## config.mk

```make
export PLATFORM = sky130hd
export DESIGN_NAME = mem_access_ctrl
export DESIGN_NICKNAME = d
export VERILOG_FILES = /design/src/rtl/mem_access_ctrl_pkg.sv /design/src/rtl/mem_access_ctrl_load_align.sv /design/src/rtl/mem_access_ctrl.sv
export SDC_FILE = /design/constraint.sdc
export NUM_CORES = 1
export LEC_CHECK = 0
export BUFFER_PORTS_ARGS = -buffer_cell sky130_fd_sc_hd__buf_2
export CORE_UTILIZATION = 53
export CTS_CLUSTER_DIAMETER = 200
export CTS_CLUSTER_SIZE = 28
export DETAILED_ROUTE_END_ITERATION = 12
export PLACE_DENSITY = 0.95
export SKIP_CTS_REPAIR_TIMING = 1
export SLEW_MARGIN = 30
export SYNTH_ARGS = -nofsm -noshare
export SYNTH_HDL_FRONTEND = slang
export SYNTH_SLANG_ARGS = --single-unit
```

## constraint.sdc

```tcl
create_clock -name clk_i -period 4.2 [get_ports clk_i]
set_input_delay 0.84 -clock clk_i [delete_from_list [all_inputs] [get_ports clk_i]]
set_output_delay 0.84 -clock clk_i [all_outputs]
set_load 0.02 [all_outputs]
```

## src/rtl/mem_access_ctrl_pkg.sv

```systemverilog
// -----------------------------------------------------------------------------
// mem_access_ctrl_pkg
//
// Shared definitions for the memory-stage access sequencer:
//   - XLEN (data/address width, fixed at 32 for four byte lanes)
//   - FSM state encoding
//   - access size codes and byte-lane mask constants
//   - helpers for alignment, lane enables and store-data replication
//
// The optional WAIT timeout is enabled by defining MEM_TIMEOUT_EN at build
// time; it is undefined (feature off) by default.
// -----------------------------------------------------------------------------
package mem_access_ctrl_pkg;

    localparam int XLEN = 32;

    typedef enum logic [1:0] {
        ST_IDLE = 2'd0,
        ST_WAIT = 2'd1,
        ST_DONE = 2'd2
    } state_e;

    // Access size codes; code 3 is reserved and behaves as a word.
    localparam logic [1:0] SZ_BYTE = 2'd0;
    localparam logic [1:0] SZ_HALF = 2'd1;
    localparam logic [1:0] SZ_WORD = 2'd2;

    localparam logic [3:0] LANES_BYTE = 4'b0001;
    localparam logic [3:0] LANES_HALF = 4'b0011;
    localparam logic [3:0] LANES_WORD = 4'b1111;

    function automatic logic is_aligned(input logic [1:0] size, input logic [1:0] off);
        case (size)
            SZ_BYTE: return 1'b1;
            SZ_HALF: return ~off[0];
            default: return (off == 2'b00);
        endcase
    endfunction

    function automatic logic [3:0] lane_enables(input logic [1:0] size, input logic [1:0] off);
        case (size)
            SZ_BYTE: return LANES_BYTE << off;
            SZ_HALF: return LANES_HALF << off;
            default: return LANES_WORD;
        endcase
    endfunction

    // Store data is right-justified; copy it into every lane so the memory
    // picks the right bytes using only the lane enables.
    function automatic logic [XLEN-1:0] replicate_wdata(input logic [1:0] size,
                                                        input logic [XLEN-1:0] wdata);
        case (size)
            SZ_BYTE: return {4{wdata[7:0]}};
            SZ_HALF: return {2{wdata[15:0]}};
            default: return wdata;
        endcase
    endfunction

endpackage

```

## src/rtl/mem_access_ctrl_load_align.sv

```systemverilog
// -----------------------------------------------------------------------------
// mem_access_ctrl_load_align
//
// Combinational load aligner: shifts the returned word right by 8*offset,
// keeps the bytes belonging to the access size and sign- or zero-extends.
//
// Ports:
//   word_i      XLEN  raw word returned by data memory
//   offset_i    2     byte offset of the access within the word
//   size_i      2     access size code (byte/half/word, 3 treated as word)
//   unsigned_i  1     zero-extend instead of sign-extend
//   result_o    XLEN  aligned, extended load value
// -----------------------------------------------------------------------------
module mem_access_ctrl_load_align
    import mem_access_ctrl_pkg::*;
(
    input  logic [XLEN-1:0] word_i,
    input  logic [1:0]      offset_i,
    input  logic [1:0]      size_i,
    input  logic            unsigned_i,
    output logic [XLEN-1:0] result_o
);

    logic [XLEN-1:0] shifted;
    logic            byte_sign;
    logic            half_sign;

    always_comb begin
        shifted   = word_i >> {offset_i, 3'b000};
        byte_sign = shifted[7] & ~unsigned_i;
        half_sign = shifted[15] & ~unsigned_i;
        case (size_i)
            SZ_BYTE: result_o = {{(XLEN-8){byte_sign}}, shifted[7:0]};
            SZ_HALF: result_o = {{(XLEN-16){half_sign}}, shifted[15:0]};
            default: result_o = shifted;
        endcase
    end

endmodule

```

## src/rtl/mem_access_ctrl.sv

```systemverilog
// -----------------------------------------------------------------------------
// mem_access_ctrl
//
// Memory-stage sequencer. Issues loads/stores on the data-memory req/ack port,
// stalls the upstream pipeline and bubbles the M/D register while an access
// is outstanding, and returns aligned/extended load data in the DONE cycle.
//
// Build option: define MEM_TIMEOUT_EN to enable the WAIT timeout (counter,
// fault_o pulse). Without it fault_o is tied low and WAIT lasts until ack.
//
// Parameters:
//   TIMEOUT_CYCLES  WAIT cycles before a timeout fault (1..255)
//
// Ports:
//   clk_i, rst_n_i              clock, asynchronous active-low reset
//   ED_mem_rd_i / ED_mem_wr_i   load / store in the M stage
//   ED_size_i, ED_unsigned_i    access size, zero-extend load
//   ED_valE_i, ED_wdata_i       byte address, right-justified store data
//   dmem_req_o, dmem_we_o       memory request, write strobe
//   dmem_addr_o, dmem_be_o      word address, byte-lane enables
//   dmem_wdata_o                lane-replicated store data
//   dmem_ack_i, dmem_rdata_i    memory acknowledge, read word
//   M_valM_o                    aligned load data (DONE cycle only)
//   M_stall_o, M_bubble_o       pipeline hold / M/D bubble
//   misalign_o, fault_o         misaligned-access / timeout pulses
// -----------------------------------------------------------------------------
module mem_access_ctrl
    import mem_access_ctrl_pkg::*;
#(
    parameter int TIMEOUT_CYCLES = 255
) (
    input  logic            clk_i,
    input  logic            rst_n_i,
    input  logic            ED_mem_rd_i,
    input  logic            ED_mem_wr_i,
    input  logic [1:0]      ED_size_i,
    input  logic            ED_unsigned_i,
    input  logic [XLEN-1:0] ED_valE_i,
    input  logic [XLEN-1:0] ED_wdata_i,
    output logic            dmem_req_o,
    output logic            dmem_we_o,
    output logic [XLEN-1:0] dmem_addr_o,
    output logic [3:0]      dmem_be_o,
    output logic [XLEN-1:0] dmem_wdata_o,
    input  logic            dmem_ack_i,
    input  logic [XLEN-1:0] dmem_rdata_i,
    output logic [XLEN-1:0] M_valM_o,
    output logic            M_stall_o,
    output logic            M_bubble_o,
    output logic            misalign_o,
    output logic            fault_o
);

    if (TIMEOUT_CYCLES < 1 || TIMEOUT_CYCLES > 255) begin : g_bad_timeout
        $error("mem_access_ctrl: TIMEOUT_CYCLES must be in 1..255");
    end

    state_e          state_q, state_d;
    logic            tout_q, tout_d;
    logic [XLEN-1:0] addr_q, addr_d;
    logic [XLEN-1:0] wdata_q, wdata_d;
    logic [XLEN-1:0] rdata_q, rdata_d;
    logic [3:0]      be_q, be_d;
    logic [1:0]      off_q, off_d;
    logic [1:0]      size_q, size_d;
    logic            we_q, we_d;
    logic            uns_q, uns_d;
    logic            load_q, load_d;

    logic            mem_op;
    logic            aligned;
    logic            accept;
    logic            timeout_hit;
    logic [XLEN-1:0] load_val;

`ifdef MEM_TIMEOUT_EN
    localparam logic [7:0] TO_LAST = 8'(TIMEOUT_CYCLES - 1);
    logic [7:0] cnt_q, cnt_d;

    // cnt_q counts completed WAIT cycles, so matching TO_LAST marks the
    // TIMEOUT_CYCLES-th WAIT cycle.
    assign timeout_hit = (cnt_q == TO_LAST);
    assign fault_o     = (state_q == ST_DONE) & tout_q;
`else
    assign timeout_hit = 1'b0;
    assign fault_o     = 1'b0;
`endif

    mem_access_ctrl_load_align u_load_align (
        .word_i     (rdata_q),
        .offset_i   (off_q),
        .size_i     (size_q),
        .unsigned_i (uns_q),
        .result_o   (load_val)
    );

    // Next-state and latch logic
    always_comb begin
        mem_op  = ED_mem_rd_i | ED_mem_wr_i;
        aligned = is_aligned(ED_size_i, ED_valE_i[1:0]);
        // Gating with rst_n_i keeps the request low while reset is held even
        // though the IDLE request path is combinational from the inputs.
        accept  = rst_n_i & mem_op & aligned & (state_q == ST_IDLE);

        state_d = state_q;
        tout_d  = tout_q;
        addr_d  = addr_q;
        wdata_d = wdata_q;
        rdata_d = rdata_q;
        be_d    = be_q;
        off_d   = off_q;
        size_d  = size_q;
        we_d    = we_q;
        uns_d   = uns_q;
        load_d  = load_q;
`ifdef MEM_TIMEOUT_EN
        cnt_d   = cnt_q;
`endif

        case (state_q)
            ST_IDLE: begin
                if (accept) begin
                    addr_d  = {ED_valE_i[XLEN-1:2], 2'b00};
                    wdata_d = replicate_wdata(ED_size_i, ED_wdata_i);
                    be_d    = lane_enables(ED_size_i, ED_valE_i[1:0]);
                    off_d   = ED_valE_i[1:0];
                    size_d  = ED_size_i;
                    we_d    = ED_mem_wr_i;
                    uns_d   = ED_unsigned_i;
                    load_d  = ED_mem_rd_i;
                    tout_d  = 1'b0;
`ifdef MEM_TIMEOUT_EN
                    cnt_d   = 8'd0;
`endif
                    if (dmem_ack_i) begin
                        state_d = ST_DONE;
                        if (ED_mem_rd_i) begin
                            rdata_d = dmem_rdata_i;
                        end
                    end else begin
                        state_d = ST_WAIT;
                    end
                end
            end
            ST_WAIT: begin
`ifdef MEM_TIMEOUT_EN
                cnt_d = cnt_q + 8'd1;
`endif
                if (dmem_ack_i) begin
                    state_d = ST_DONE;
                    if (load_q) begin
                        rdata_d = dmem_rdata_i;
                    end
                end else if (timeout_hit) begin
                    state_d = ST_DONE;
                    tout_d  = 1'b1;
                end
            end
            ST_DONE: begin
                // Inputs still describe the instruction just completed.
                state_d = ST_IDLE;
            end
            default: begin
                state_d = ST_IDLE;
            end
        endcase
    end

    // Output decode
    always_comb begin
        dmem_req_o   = 1'b0;
        dmem_we_o    = 1'b0;
        dmem_addr_o  = '0;
        dmem_be_o    = 4'b0000;
        dmem_wdata_o = '0;
        M_valM_o     = '0;
        M_stall_o    = 1'b0;
        M_bubble_o   = 1'b0;
        misalign_o   = 1'b0;

        case (state_q)
            ST_IDLE: begin
                if (accept) begin
                    dmem_req_o   = 1'b1;
                    dmem_we_o    = we_d;
                    dmem_addr_o  = addr_d;
                    dmem_be_o    = be_d;
                    dmem_wdata_o = wdata_d;
                    M_stall_o    = 1'b1;
                    M_bubble_o   = 1'b1;
                end
                misalign_o = rst_n_i & mem_op & ~aligned;
            end
            ST_WAIT: begin
                dmem_req_o   = 1'b1;
                dmem_we_o    = we_q;
                dmem_addr_o  = addr_q;
                dmem_be_o    = be_q;
                dmem_wdata_o = wdata_q;
                M_stall_o    = 1'b1;
                M_bubble_o   = 1'b1;
            end
            ST_DONE: begin
                if (load_q && !tout_q) begin
                    M_valM_o = load_val;
                end
            end
            default: ;
        endcase
    end

    // Control state: FSM, timeout flag and counter
    always_ff @(posedge clk_i or negedge rst_n_i) begin
        if (!rst_n_i) begin
            state_q <= ST_IDLE;
            tout_q  <= 1'b0;
`ifdef MEM_TIMEOUT_EN
            cnt_q   <= 8'd0;
`endif
        end else begin
            state_q <= state_d;
            tout_q  <= tout_d;
`ifdef MEM_TIMEOUT_EN
            cnt_q   <= cnt_d;
`endif
        end
    end

    // Access context; only observed outside IDLE, so no reset is needed
    always_ff @(posedge clk_i) begin
        addr_q  <= addr_d;
        wdata_q <= wdata_d;
        rdata_q <= rdata_d;
        be_q    <= be_d;
        off_q   <= off_d;
        size_q  <= size_d;
        we_q    <= we_d;
        uns_q   <= uns_d;
        load_q  <= load_d;
    end

endmodule

```

==> summary.md <==
| Metric | Value |
|---|---|
| HPWL after DPL | 10,400 µm |
| Clock network power share | 24.4% |
| Total number of vias | 4,926 |
| Outcome | finished, final reports clean |
| GRT met3 Usage | 7.93% |
| Post-synth EDFFs | 38 |
| Bufs and invs on worst path | 1 |
| Antenna Nets Post-Route | 0 |
| Gate power share | 22.1% |
| Cell area after synthesis | 5340 µm² |
| Synth cell types | 47 |
| Max_cap viols | 0 |
| Port bufs | between 200 and 250 |
| Core area | 9770 µm² |
| Place WS | 0.828 ns |
| Fin util | between 60% and 70% |
| Synth Register Bits | 109 |
| Setup TNS | 0 ns |
| Seq/Total Area, Yosys | 48.2% |
| Period utilization | a little under nine tenths |
| Asr flop ratio synth | 1.83% |
| CP Capture Type | output port |
| First-pass GRT wire length | 21,400 µm |
| Finished Layout Cells | between 800 and 900 |
| Placed cell area | 6400 µm² |
| CP arrival | 2.74 ns |
| Cell Rows | 36 |
| Vias in the first global route | 4,593 |
| Share of post-route cells with drive strength above 1 | 35.2% |
| CP max FO | 18 |
| Final WS setup | 0.619 ns |
| Post-Syn Instances | 565 |
| Synth warnings | 0 |
| Layout area overhead | 23.5% |
| Num CTS Buffers | 9 |
| Slowest cell on crit path | edfxtp_1 |
| Synth top area share | between 20% and 30% |
| Clk sink count | around 110 |
| Final hold violation count | 0 |
| Max Fclk | 279 MHz |
| Worst-margin pin slew | 0.715 ns |
| Drt drc | 0 |
| Min Hold Slack | ~0.24 ns |
| Starting Density | 54.6% |
| Via/cell ratio | 5.57 |
| GRT busiest layer | met2 |
| Hold Crit Class | in -> async |
| Antenna violations before repair | 0 |
| Cell Int Power | about 1.8 mW |
| Worst Path Class, Setup | reg -> out |
| Syn Area/Cell | 9.45 µm² |
| Placed insts | just under 900 |
| Total gr overflow | 0 |
| Final nets | 851 |
| Switching part of the total power | about 32% |
| Pwr Total | 2.59 mW |
| Top delay family on crit path | flip-flops |
| WL per Instance | between 15 and 20 µm |
| CTS tree | yes |
| Largest cells by area after synthesis | dfxtp_1, edfxtp_1, nand2_1, a21o_1, a22o_1 |
| Synth Flop Type | dfxtp_1 |
| Pleak | 3.53 nW |
| CTS H-tree depth | 3 |
| Height of the die | 102 µm |
| Final setup fails | 0 |
| Peak supply drop | 0.346 mV |
| Sequential share of power | 53.5% |
| Design Area, Final | 6600 µm² |
| Max-Slew Margin vs Limit | 52.3% |
| Final Wtd Congestion | 0.854 |
| RSZ-0062 raised after global routing | false |
| Starting DRT DRC Count | 198 |
| Die width | 102 µm |
| Root Buffer Master | clkbuf_8 |
| Clock transition at path regs | 0.11 ns |
| Psw | 838 µW |
| Total Routed Length | 14,200 µm |
| Area leader, netlist | dfxtp_1 |
| Synthesized Nets | 669 |
| CTS max path bufs | 2 |
| Total GRT Usage | 26.6% |
| Startpoint types | register |
| Met1 GRT Util | between 20% and 30% |
| DIE AREA | 10,500 µm² |
| Critical-path cell list | mux4_2 > nor2_1 > or3_1 > o21ai_2 > buf_2 |
| Max incr delay on CP | 0.82 ns |
| Pre-Repair DR Iteration Count | 5 |
| WP data required | 3.36 ns |
| Clock Latency Late Sink | 0.37 ns |
| Antenna diodes | 0 |
| Clk_skew | 0.0131 ns |
| Fin crit period | 3.58 ns |
| Largest net degree at the start of global routing | 70 |
| PwrDens | about 390 nW/µm² |
| Met2 Usage GRT | between 40% and 50% |
| Ports | 210 |
| Slew Limit Fails | 0 |
layout make-up:
class	instances	area [µm²]
sequential	109	2570
tap	133	166
clock inverter	7	77.6
fill	769	3180
inverter	4	15.0
timing repair buffer	216	1100
clock buffer	9	124
multi-input combinational	407	2540
routing by layer:
metal	wire length, µm	part of all wire (%)
met1	5600	39
met2	7170	50
met3	1160	8.1
met4	308	2.2
met5	0	0
registers in the layout, indices dropped and copies added, names as in the netlist:
register  count
we_q          1
load_q        1
wdata_q      32
uns_q         1
rdata_q      32
size_q        2
state_q       2
off_q         2
addr_q       32
be_q          4
placed cells by master, fill, tap and decap left out, drive strengths merged, types with 3 or more instances in the layout:
master | synthesis | routed
a211oi | 14 | 14
a21o | 48 | 48
a21oi | 12 | 12
a221oi | 7 | 7
a22o | 39 | 39
and2 | 5 | 5
buf | 27 | 216
clkbuf | 18 | 9
clkinv | 0 | 4
dfxtp | 69 | 69
edfxtp | 38 | 38
inv | 4 | 7
mux2 | 16 | 16
mux2i | 24 | 24
nand2 | 146 | 146
nor2 | 26 | 26
nor2b | 9 | 9
nor3 | 4 | 4
o21ai | 34 | 34
o41ai | 3 | 3
worst paths after layout:
| check | cells past startpoint | slack (ns) | to | start |
|---|---|---|---|---|
| setup / recovery | 5 | 0.62 | M_valM_o[18] | off_q[1] |
| hold / removal | 1 | 0.24 | state_q[1] | rst_n_i |
| setup reg to reg | 4 | 2.33 | rdata_q[29] | state_q[1] |
| hold reg to reg | 2 | 0.45 | addr_q[3] | addr_q[3] |
| max in group asynchronous | 1 | 3.86 | state_q[0] | rst_n_i |
| min in group clk_i | 2 | 0.45 | addr_q[3] | addr_q[3] |
worst register-to-register path: stages, from the launching register on:
cell and delay (ns):
dfrtp_1 0.48, nor2b_4 0.52, a21oi_1 0.13, and3_1 0.20, buf_4 0.25
cells in the mapped netlist (all sizes together) (2+ instances only):
library cell	instances
nand2	146
nor3	4
clkbuf	18
a211oi	14
a221oi	7
xor2	2
o41ai	3
nor2	26
edfxtp	38
mux2i	24
buf	27
inv	4
nand2b	2
a22o	39
mux2	16
nor2b	9
a21o	48
o21ai	34
dfxtp	69
nand3b	2
dfrtp	2
a21oi	12
and2	5
power by group through the flow:
stage / sequential (mW) / clock (mW) / combinational [mW]
after floorplan: 1.37 / 0 / 0.404
after global placement: 1.40 / 0 / 0.541
after detailed placement: 1.41 / 0 / 0.569
after CTS: 1.39 / 0.648 / 0.571
after global routing: 1.41 / 0.691 / 0.629
final: 1.39 / 0.632 / 0.572
cell families after synthesis:
logic type | share of synthesized area, %
other cells | 0.0702
buf+inv | 4.55
mux | 8.29
compound gates | 22.5
xor+xnor | 0.492
simple gates | 15.9
flops | 48.2
(Power assumes the default switching activity.)
